## src/rtl/mult_controller.sv

```systemverilog
`timescale 1ns/1ps
// Control FSM for the sequential approximate multiplier: sequences datapath clear,
// operand load, left-normalisation, product capture, result right-shift and done.
module mult_controller (
   input  logic clk,
   input  logic initial_load_ps,
   input  logic start,
   input  logic a_shifting,
   input  logic b_shifting,
   input  logic r_shifting,
   output logic rst,
   output logic ld,
   output logic ld_l_shift,
   output logic ld_r_shift,
   output logic l_count_enable,
   output logic r_count_enable,
   output logic done
);

   localparam logic [2:0] IDLE     = 3'd0;
   localparam logic [2:0] WAIT_REL = 3'd1;
   localparam logic [2:0] INIT     = 3'd2;
   localparam logic [2:0] LOAD     = 3'd3;
   localparam logic [2:0] L_SHIFT  = 3'd4;
   localparam logic [2:0] MULT     = 3'd5;
   localparam logic [2:0] R_SHIFT  = 3'd6;
   localparam logic [2:0] DONE     = 3'd7;

   logic [2:0] state;
   logic [2:0] next_state;
   logic       l_shifting;

   assign l_shifting = a_shifting | b_shifting;

   // NOTE: sequential state is written with non-blocking assignments so every flop
   // samples the pre-edge values regardless of process ordering.
   always_ff @(posedge clk or negedge initial_load_ps) begin
      if (!initial_load_ps) begin
         state <= IDLE;
      end else begin
         state <= next_state;
      end
   end

   // NOTE: each combinational block assigns a default to every target first, so no
   // path through the case statement can leave a value held and infer a latch.
   always_comb begin
      next_state = IDLE;
      case (state)
         IDLE:     next_state = start ? WAIT_REL : IDLE;
         // Wait for start to drop so a held request launches only one operation.
         WAIT_REL: next_state = start ? WAIT_REL : INIT;
         INIT:     next_state = LOAD;
         LOAD:     next_state = L_SHIFT;
         L_SHIFT:  next_state = l_shifting ? L_SHIFT : MULT;
         MULT:     next_state = R_SHIFT;
         R_SHIFT:  next_state = r_shifting ? R_SHIFT : DONE;
         DONE:     next_state = IDLE;
         default:  next_state = IDLE;
      endcase
   end

   // rst, ld and done decode from state alone; shift enables follow the datapath
   // status combinationally so the counters stop on the same edge as the shifters.
   always_comb begin
      rst            = 1'b0;
      ld             = 1'b0;
      ld_l_shift     = 1'b0;
      ld_r_shift     = 1'b0;
      l_count_enable = 1'b0;
      r_count_enable = 1'b0;
      done           = 1'b0;
      case (state)
         INIT:    rst  = 1'b1;
         LOAD:    ld   = 1'b1;
         L_SHIFT: begin
            ld_l_shift     = l_shifting;
            l_count_enable = l_shifting;
         end
         R_SHIFT: begin
            ld_r_shift     = r_shifting;
            r_count_enable = r_shifting;
         end
         DONE:    done = 1'b1;
         default: ;
      endcase
   end

endmodule

```

## config.mk

```make
export PLATFORM = sky130hd
export DESIGN_NAME = mult_controller
export DESIGN_NICKNAME = d
export VERILOG_FILES = /design/src/rtl/mult_controller.sv
export SDC_FILE = /design/constraint.sdc
export NUM_CORES = 1
export LEC_CHECK = 0
export BUFFER_PORTS_ARGS = -buffer_cell sky130_fd_sc_hd__buf_2
export CAP_MARGIN = 10
export CELL_PAD_IN_SITES_DETAIL_PLACEMENT = 1
export CELL_PAD_IN_SITES_GLOBAL_PLACEMENT = 1
export CORE_AREA = 3 3 40 42
export CTS_BUF_LIST = sky130_fd_sc_hd__clkbuf_4 sky130_fd_sc_hd__clkbuf_8
export DETAILED_ROUTE_END_ITERATION = 10
export DIE_AREA = 0 0 43 45
export HOLD_SLACK_MARGIN = 0.05
export PLACE_DENSITY_LB_ADDON = 0.1
export SLEW_MARGIN = 5
export SYNTH_ARGS = -nofsm -noshare
export SYNTH_HDL_FRONTEND = slang
export SYNTH_SLANG_ARGS = --single-unit
export TNS_END_PERCENT = 20
```

## constraint.sdc

```tcl
create_clock -name clk -period 1.3 [get_ports clk]
set_input_delay 0.195 -clock clk [delete_from_list [all_inputs] [get_ports clk]]
set_output_delay 0.195 -clock clk [all_outputs]
set_load 0.1 [all_outputs]
```

==> qor.csv, run 1 <==
stage,metric,value,unit
die,start_util,16.2,%
global_route,grt_max_degree,9,
global_route,grt_overflow_total,0,
setup_path,rr_startpoint,state[1],
die,pin_count,13,
sta,slew_viol_final,0,
die,coreArea,0.00128,mm2
global_route,grt_pass1_vias,274,
sta,finalCritPeriodShare,107,%
outcome,status,finished with violations,
sta,skew,0.000400,ns
final_layout,largest_register,state,
synth,yosys.area.top_type,dfrtp_1,
sta,fmax,716,MHz
clock_network,cts.sinks,3,
clock_network,clkTransAtPathRegs,0.04,ns
clock_network,cts_tree,built,
final_layout,postLayoutCoreUtil,37.9,%
synth,synth_edf_count,0,
die,fp-row-count,13,
synth,synthArstFlopShare,100,%
final_layout,largest_register_ffs,3,
synth,yosys_warnings,0,
setup_path,cp-end-kind,output port,
place,postPlaceCellArea,423,um2
die,fp.dieW,43,um
place,port_buffers,12,
synth,synth_top_area_share,36.1,%
global_route,antenna_found_initial,0,
detailed_routing,antenna_left,0,
synth,synth_top_cells_by_count,"nor2_1 (4), dfrtp_1 (3)",
die,dieHeight,45,um
detailed_routing,routedWlPerCell,10.9,um
final_layout,drive_above_1_share,77.5,%
detailed_routing,vias,234,
place,gp_congestion,0.679,
detailed_routing,drtIter0Drc,2,
detailed_routing,drt_wl_total,598,um
clock_network,h-tree-depth,1,
final_layout,num-fill-cells,151,
detailed_routing,dr.pass1.iters,2,
final_layout,multiInputGateArea,154,um2
final_layout,regArea,78.8,um2
outcome,failed_checks,setup timing,
clock_network,post_cts_buffers,0,
clock_network,cts_made_buffers,3,
synth,yosys.cell_types.count,14,
clock_network,clk_latency,0.23,ns
detailed_routing,drc,0,
setup_path,startpoint_type,flip-flop,
synth,yosysMostFrequentCell,nor2_1,
synth,yosysSeqAreaShare,36.1,%
sta,setup_viol,7,
sta,period_minus_slack,1.40,ns
setup_path,reg2reg_slack,0.24,ns
setup_path,cp.required,1.11,ns
synth,ys_seq_elements,3,
setup_path,criticalPathCategory,flip-flop to output port,
final_layout,diodes,0,
final_layout,area_growth,134,%
clock_network,cts-root-buf,clkbuf_4,
final_layout,nets,47,
sta,maxSlewHeadroom,88.8,%
sta,setup_slack,-0.0969,ns
setup_path,r2r_end,state[0],
sta,fin_tns_setup,-0.504,ns
synth,synth.avg_cell_area,9.03,um2
place,place_ws,0.0880,ns
synth,syn-num-nets,29,
final_layout,fin_area,487,um2
synth,synth_area_leaders,"dfrtp_1 (36%), buf_4 (7.2%), nor2_1 (7.2%)",
final_layout,reg_top3,state x3,
setup_path,critPathMaxFanout,6,
sta,hold_viol,0,
clock_network,clock_path_buffers,2,
sta,worstMarginPinSlew,0.167,ns
synth,synthesis.area,208,um2
synth,syn_inst,23,
sta,rsz0062_at_grt,yes,
detailed_routing,vias_per_cell,4.25,
hold_path,whs_path_depth,3,
setup_path,arrival,1.20,ns
setup_path,reg2reg_depth,2,
global_route,grt_pass1_wl,1.12,mm
hold_path,hold_path_class,input pin to flip-flop,
hold_path,min_to,state[1],
place,dp.final_hpwl,475,um
job,drv_cap,0,
hold_path,hp-start,start,
die,fp.dieArea,0.00194,mm2
synth,synth-main-ff-cell,dfrtp_1,
global_route,track_usage,8.16,%
## placed cells by master, fill, tap and decap left out, drive strengths merged
| cell | instances |
|---|---|
| nor2b | 1 |
| a221o | 1 |
| dfrtp | 3 |
| o211a | 1 |
| nor2 | 4 |
| buf | 15 |
| xnor2 | 1 |
| nand2b | 2 |
| dlygate4sd3 | 1 |
| nand2 | 2 |
| and3 | 1 |
| nor3b | 2 |
| and2b | 1 |
| clkbuf | 4 |
| o21ai | 1 |
## worst max-delay path by stage
stage | from | to | cells after the start
6_report | state[0] | r_count_enable | 3
5_1_grt | state[1] | r_count_enable | 4
4_1_cts | state[0] | l_count_enable | 3
3_5_place_dp | state[0] | l_count_enable | 3
3_3_place_gp | state[0] | ld_l_shift | 3
2_1_floorplan | state[0] | r_count_enable | 3
## metal layers
layer,global-route usage [%],share of wire (%),up-vias
met4,7.23,0,0
met1,9.16,38,115
li1,-,-,110
met3,2.39,4.8,0
met2,12.6,57,9
met5,0,0,-
## cell families after synthesis
| kind of cell | share of synthesized area (%) |
|---|---|
| compound gates | 12.0 |
| xor+xnor | 4.22 |
| buf+inv | 12.6 |
| flops | 36.1 |
| simple gates | 34.9 |
## worst max-delay path: stages (launching register included)
cell	delay (ns)
dfrtp_2	0.45
nand2b_4	0.19
nor2_4	0.15
buf_12	0.19
## repair_timing
item                                   in CTS  in global routing
setup endpoints to repair                   7                  7
resized for setup                           6                  2
pin swaps                                   0                  0
hold buffers                                1                  0
endpoints found under the hold margin       3                  0
## metrics by stage
step / instances / hold WS (ns)
2_1_floorplan: 23 / -0.101
3_3_place_gp: 50 / -0.00709
3_5_place_dp: 50 / -0.00225
4_1_cts: 55 / 0.267
5_1_grt: 55 / 0.285
6_report: 55 / 0.275
## final cells by class
cell class | count | share of cell area [%]
Clock buffer | 4 | 6.17
Multi-Input combinational cell | 17 | 31.6
Sequential cell | 3 | 16.2
Tap cell | 15 | 3.86
Timing Repair Buffer | 16 | 42.2
Power of run 1 is not shown: default switching activity piles up to over one toggle a cycle in this logic, so the estimate is an artifact.
==> run 2: changes to the inputs <==
--- a/config.mk
+++ b/config.mk
@@ -15,6 +15,7 @@
 export DIE_AREA = 0 0 43 45
 export HOLD_SLACK_MARGIN = 0.05
 export PLACE_DENSITY_LB_ADDON = 0.1
+export REMOVE_ABC_BUFFERS = 1
 export SLEW_MARGIN = 5
 export SYNTH_ARGS = -nofsm -noshare
 export SYNTH_HDL_FRONTEND = slang
==> run 2 against run 1 <==
  * The run still ends with setup timing left
  * Sequential share of layout area shrank 0.12 points
  * Clock-buffer cell count unchanged
  * Clock skew grew 0.00088 ns
  * Critical path depth grew 1
  * Routed wire length rose by 5.5%
  * Register-to-register slack worse by 0.10 ns
  * Non-clock buffer count increased by 3
  * First-iteration DRC count grew 50%
  * Worst setup slack worse by 0.015 ns
==> qor.csv, run 2 (synthesis results as in run 1) <==
stage,metric,value,unit,change
die,fp.dieW,43,um,unchanged
setup_path,cp_num_buf_inv,2,,was 1
detailed_routing,drc,0,,unchanged
clock_network,cts-root-buf,clkbuf_4,,unchanged
global_route,track_usage,8.68,%,was 8.16%
detailed_routing,routedWlPerCell,10.9,um,about the same
die,dieHeight,45,um,unchanged
detailed_routing,vias_per_cell,4.00,,was 4.25
clock_network,h-tree-depth,1,,unchanged
clock_network,cts_tree,built,,unchanged
setup_path,criticalPathCategory,flip-flop to output port,,unchanged
place,port_buffers,12,,unchanged
detailed_routing,dr.pass1.iters,2,,unchanged
detailed_routing,wl_met2,305,um,was 339 um
sta,finalCritPeriodShare,109,%,was 107%
outcome,failed_checks,setup timing,,unchanged
final_layout,final_cell_mix,"buf_12 (7), buf_2 (5), buf_4 (5)",,"was buf_12 (7), buf_2 (5), nor2_4 (4), clkbuf_4 (4), dfrtp_2 (3)"
global_route,grt_pass1_wl,1.17,mm,was 1.12 mm
final_layout,layout_commonest_cell,buf_12,,unchanged
detailed_routing,wl_met1,228,um,was 229 um
setup_path,critPathMaxFanout,6,,unchanged
detailed_routing,drtIter0Drc,3,,was 2
sta,hold_viol,0,,unchanged
sta,skew,0.00128,ns,was 0.000400 ns
final_layout,area_growth,136,%,was 134%
final_layout,drive_above_1_share,74.4,%,was 77.5%
job,drv_cap,0,,unchanged
die,fp-row-count,13,,unchanged
final_layout,reg_top3,state x3,,unchanged
sta,setup_slack,-0.112,ns,was -0.0969 ns
sta,worstMarginPinSlew,0.201,ns,was 0.167 ns
setup_path,slowest_delay,0.44,ns,was 0.45 ns
sta,fin_worst_hold_slack,0.277,ns,was 0.275 ns
die,coreArea,0.00128,mm2,unchanged
final_layout,num-fill-cells,151,,unchanged
detailed_routing,highest_layer,met4,,was met3
setup_path,crit_family,flip-flops,,unchanged
detailed_routing,vias,232,,was 234
clock_network,clk_latency,0.23,ns,about the same
clock_network,cts_made_buffers,3,,unchanged
detailed_routing,met3_length,93,um,was 29 um
global_route,grt_max_degree,10,,was 9
setup_path,cp.required,1.11,ns,about the same
final_layout,largest_register,state,,unchanged
place,gp_congestion,0.655,,was 0.679
place,dpl.cell_count,48,,was 50
final_layout,nets,50,,was 47
clock_network,cts.sinks,3,,unchanged
final_layout,diodes,0,,unchanged
setup_path,crit_path_cell_trace,nand2b_4 > nor2_4 > buf_6 > buf_12,,was nand2b_4 > nor2_4 > buf_12
sta,maxSlewHeadroom,86.6,%,was 88.8%
final_layout,instances_no_fill,58,,was 55
setup_path,reg2reg_slack,0.14,ns,was 0.24 ns
sta,slew_viol_final,0,,unchanged
global_route,grt_pass1_vias,271,,was 274
place,dp.final_hpwl,438,um,was 475 um
outcome,status,finished with violations,,unchanged
setup_path,crit_path_top_delay_cell,dfrtp_2,,unchanged
hold_path,hold_path_class,input pin to flip-flop,,unchanged
die,pin_count,13,,unchanged
setup_path,startpoint_type,flip-flop,,unchanged
sta,fin_tns_setup,-0.527,ns,was -0.504 ns
global_route,grt_overflow_total,0,,unchanged
clock_network,clock_path_buffers,2,,unchanged
final_layout,largest_register_ffs,3,,unchanged
clock_network,clkTransAtPathRegs,0.04,ns,about the same
die,start_util,16.2,%,unchanged
sta,rsz0062_at_grt,yes,,unchanged
die,fp.dieArea,0.00194,mm2,unchanged
setup_path,cp-end-kind,output port,,unchanged
detailed_routing,drt_wl_total,631,um,was 598 um
setup_path,arrival,1.22,ns,was 1.20 ns
sta,fmax,708,MHz,was 716 MHz
sta,setup_viol,6,,was 7
detailed_routing,antenna_left,0,,unchanged
global_route,antenna_found_initial,0,,unchanged
sta,period_minus_slack,1.41,ns,was 1.40 ns
[run 2: stage by stage]
step           setup WS (ns)  area [um2]  util [%]
2_1_floorplan          -1.95         181         -
3_3_place_gp          0.0574         373      29.0
3_5_place_dp          0.0581         373      29.0
4_1_cts               -0.176         452      35.2
5_1_grt               -0.176         490      38.2
6_report              -0.112         490      38.2
[run 2: repair_timing]
action                     in CTS  in global routing
pin swaps                       2                  1
hold buffers                    1                  0
gates resized for setup         7                  4
setup endpoints to repair       7                  7
setup buffers                   2                  3
hold endpoints to repair        3                  0
[run 2: per-layer routing]
layer	global-route usage (%)	vias up
li1	-	114
met1	7.52	104
met2	13.8	12
met3	4.78	2
met4	9.04	0
met5	0	-
[run 2: path summary, 6_finish.rpt]
check,start,endpoint,cells after the start
hold reg to reg,state[0],state[1],2
min in group asynchronous,initial_load_ps,state[0],2
max in group asynchronous,initial_load_ps,state[2],2
hold / removal,start,state[1],3
setup reg to reg,state[1],state[0],3
setup / recovery,state[0],ld_r_shift,4
[run 2: worst register-to-register path, delay by kind of cell, from the launching register on]
kind                   cells  cell delay, ns
AO/OA/AOI/OAI              1            0.31
buffers and inverters      1            0.16
flip-flops                 1            0.45
AND/OR/NAND/NOR            1            0.12
[run 2: area by class of cell]
type / count / area, um2 / share of cell area, %
Sequential cell: 3 / 78.8 / 16.1
Multi-Input combinational cell: 17 / 139 / 28.3
Timing Repair Buffer: 19 / 224 / 45.7
Tap cell: 15 / 18.8 / 3.83
Clock buffer: 4 / 30.0 / 6.12
Power of run 2 is left out for the same reason.
==> run 3: changes to the inputs <==
--- a/config.mk
+++ b/config.mk
@@ -20,4 +20,4 @@
 export SYNTH_ARGS = -nofsm -noshare
 export SYNTH_HDL_FRONTEND = slang
 export SYNTH_SLANG_ARGS = --single-unit
-export TNS_END_PERCENT = 20
+export TNS_END_PERCENT = 100
==> run 3 against run 2 <==
  * The run still ends with setup timing left
  * First-iteration DRC count decreased by 67%
  * Routed wire length rose by 8.2%
  * Worst setup slack better by 0.0041 ns
  * Fmax grew 0.29%
  * Via count increased by 3.0%
  * Sequential cell count is the same
  * Cell count rose by 1.7%
  * Global-route usage up 0.41 points
  * Highest routed layer unchanged
==> qor.csv, run 3 (synthesis results as in run 1) <==
stage,metric,value,unit,change
die,start_util,16.2,%,unchanged
die,coreArea,0.00128,mm2,unchanged
global_route,grt_max_degree,7,,was 10
sta,setup_viol,6,,unchanged
clock_network,cts-root-buf,clkbuf_4,,unchanged
outcome,failed_checks,setup timing,,unchanged
clock_network,clk_latency,0.23,ns,about the same
detailed_routing,vias,239,,was 232
final_layout,postLayoutCoreUtil,38.5,%,was 38.2%
setup_path,reg2reg_depth,3,,unchanged
global_route,track_usage,9.09,%,was 8.68%
detailed_routing,vias_per_cell,4.05,,was 4.00
die,pin_count,13,,unchanged
sta,finalCritPeriodShare,108,%,was 109%
place,dpl.cell_count,48,,unchanged
setup_path,worstSetupStartpoint,state[0],,unchanged
final_layout,largest_register,state,,unchanged
setup_path,reg2reg_slack,0.14,ns,about the same
die,fp.dieW,43,um,unchanged
final_layout,instances_no_fill,59,,was 58
place,place_ws,0.0581,ns,unchanged
sta,hold_viol,0,,unchanged
setup_path,r2r_end,state[0],,unchanged
final_layout,area_growth,138,%,was 136%
hold_path,hold_path_class,input pin to flip-flop,,unchanged
sta,worstMarginPinSlew,0.201,ns,about the same
clock_network,cts_made_buffers,3,,unchanged
die,fp-row-count,13,,unchanged
setup_path,criticalPathCategory,flip-flop to output port,,unchanged
sta,period_minus_slack,1.41,ns,about the same
clock_network,clkTransAtPathRegs,0.04,ns,about the same
sta,rsz0062_at_grt,yes,,unchanged
sta,skew,0.00153,ns,was 0.00128 ns
final_layout,nets,51,,was 50
detailed_routing,drc,0,,unchanged
die,dieHeight,45,um,unchanged
detailed_routing,drtIter0Drc,1,,was 3
global_route,grt_overflow_total,0,,unchanged
place,dp.final_hpwl,438,um,unchanged
final_layout,drive_above_1_share,72.7,%,was 74.4%
setup_path,critPathMaxFanout,6,,unchanged
final_layout,diodes,0,,unchanged
outcome,status,finished with violations,,unchanged
setup_path,crit_end,ld_r_shift,,unchanged
clock_network,cts_tree,built,,unchanged
final_layout,largest_register_ffs,3,,unchanged
final_layout,final_cell_mix,"buf_12 (7), buf_2 (5), buf_4 (5)",,unchanged
global_route,antenna_found_initial,0,,unchanged
sta,maxSlewHeadroom,86.6,%,about the same
sta,slew_viol_final,0,,unchanged
final_layout,layout_commonest_cell,buf_12,,unchanged
final_layout,reg_top3,state x3,,unchanged
detailed_routing,antenna_left,0,,unchanged
clock_network,clock_path_buffers,2,,unchanged
place,gp_congestion,0.655,,unchanged
detailed_routing,drt_wl_total,683,um,was 631 um
setup_path,startpoint_type,flip-flop,,unchanged
die,fp.dieArea,0.00194,mm2,unchanged
detailed_routing,dr.pass1.iters,2,,unchanged
clock_network,h-tree-depth,1,,unchanged
setup_path,cp-end-kind,output port,,unchanged
global_route,grt_pass1_wl,1.26,mm,was 1.17 mm
setup_path,arrival,1.21,ns,was 1.22 ns
job,drv_cap,0,,unchanged
place,port_buffers,12,,unchanged
global_route,grt_pass1_vias,288,,was 271
sta,setup_slack,-0.108,ns,was -0.112 ns
final_layout,num-fill-cells,153,,was 151
detailed_routing,routedWlPerCell,11.6,um,was 10.9 um
setup_path,cp.required,1.11,ns,about the same
setup_path,rr_startpoint,state[1],,unchanged
clock_network,cts.sinks,3,,unchanged
sta,fmax,710,MHz,was 708 MHz
-- run 3: layer usage --
layer	track usage [%]	wire, um	part of all wire, %	vias to the layer above
met4	7.23	4	0.59	0
met1	8.96	246	36	109
met3	4.78	93	14	2
met2	14.4	339	50	12
met5	0	0	0	-
li1	-	-	-	116
-- run 3: final cells by class --
class | instances | area, um2 | share of cell area [%]
clock buffers | 4 | 30.0 | 6.08
repair buffers | 20 | 228 | 46.1
flip-flops and latches | 3 | 78.8 | 15.9
well taps | 15 | 18.8 | 3.80
multi-input cells | 17 | 139 | 28.1
-- run 3: worst min-delay path by stage --
stage                    startpoint  endpoint  slack, ns  cells past startpoint
finish                        start  state[1]       0.28                      3
global placement    initial_load_ps  state[2]     -0.009                      1
CTS                           start  state[1]       0.26                      3
global route        initial_load_ps  state[0]       0.30                      2
floorplan           initial_load_ps  state[0]      -0.10                      0
detailed placement  initial_load_ps  state[0]     -0.005                      1
-- run 3: what timing repair did --
| action | CTS | global route |
|---|---|---|
| endpoints found under the hold margin | 3 | 0 |
| pin swaps | 2 | 1 |
| hold buffers | 1 | 0 |
| endpoints found under the setup margin | 7 | 7 |
| buffers inserted | 4 | 2 |
| gates resized for setup | 7 | 4 |
-- run 3: worst max-delay path: stages, from the launching register on --
cell and delay (ns):
dfrtp_2 0.44, nand2b_4 0.18, nor2_4 0.08, buf_6 0.12, buf_12 0.16
-- run 3: stage by stage --
step / instance area [um2] / hold WS (ns) / setup TNS (ns)
floorplan: 181 / -0.101 / -6.64
global placement: 373 / -0.00880 / 0
detailed placement: 373 / -0.00504 / 0
CTS: 463 / 0.261 / -0.814
global route: 494 / 0.301 / -0.883
finish: 494 / 0.282 / -0.503
Power of run 3 is left out for the same reason.
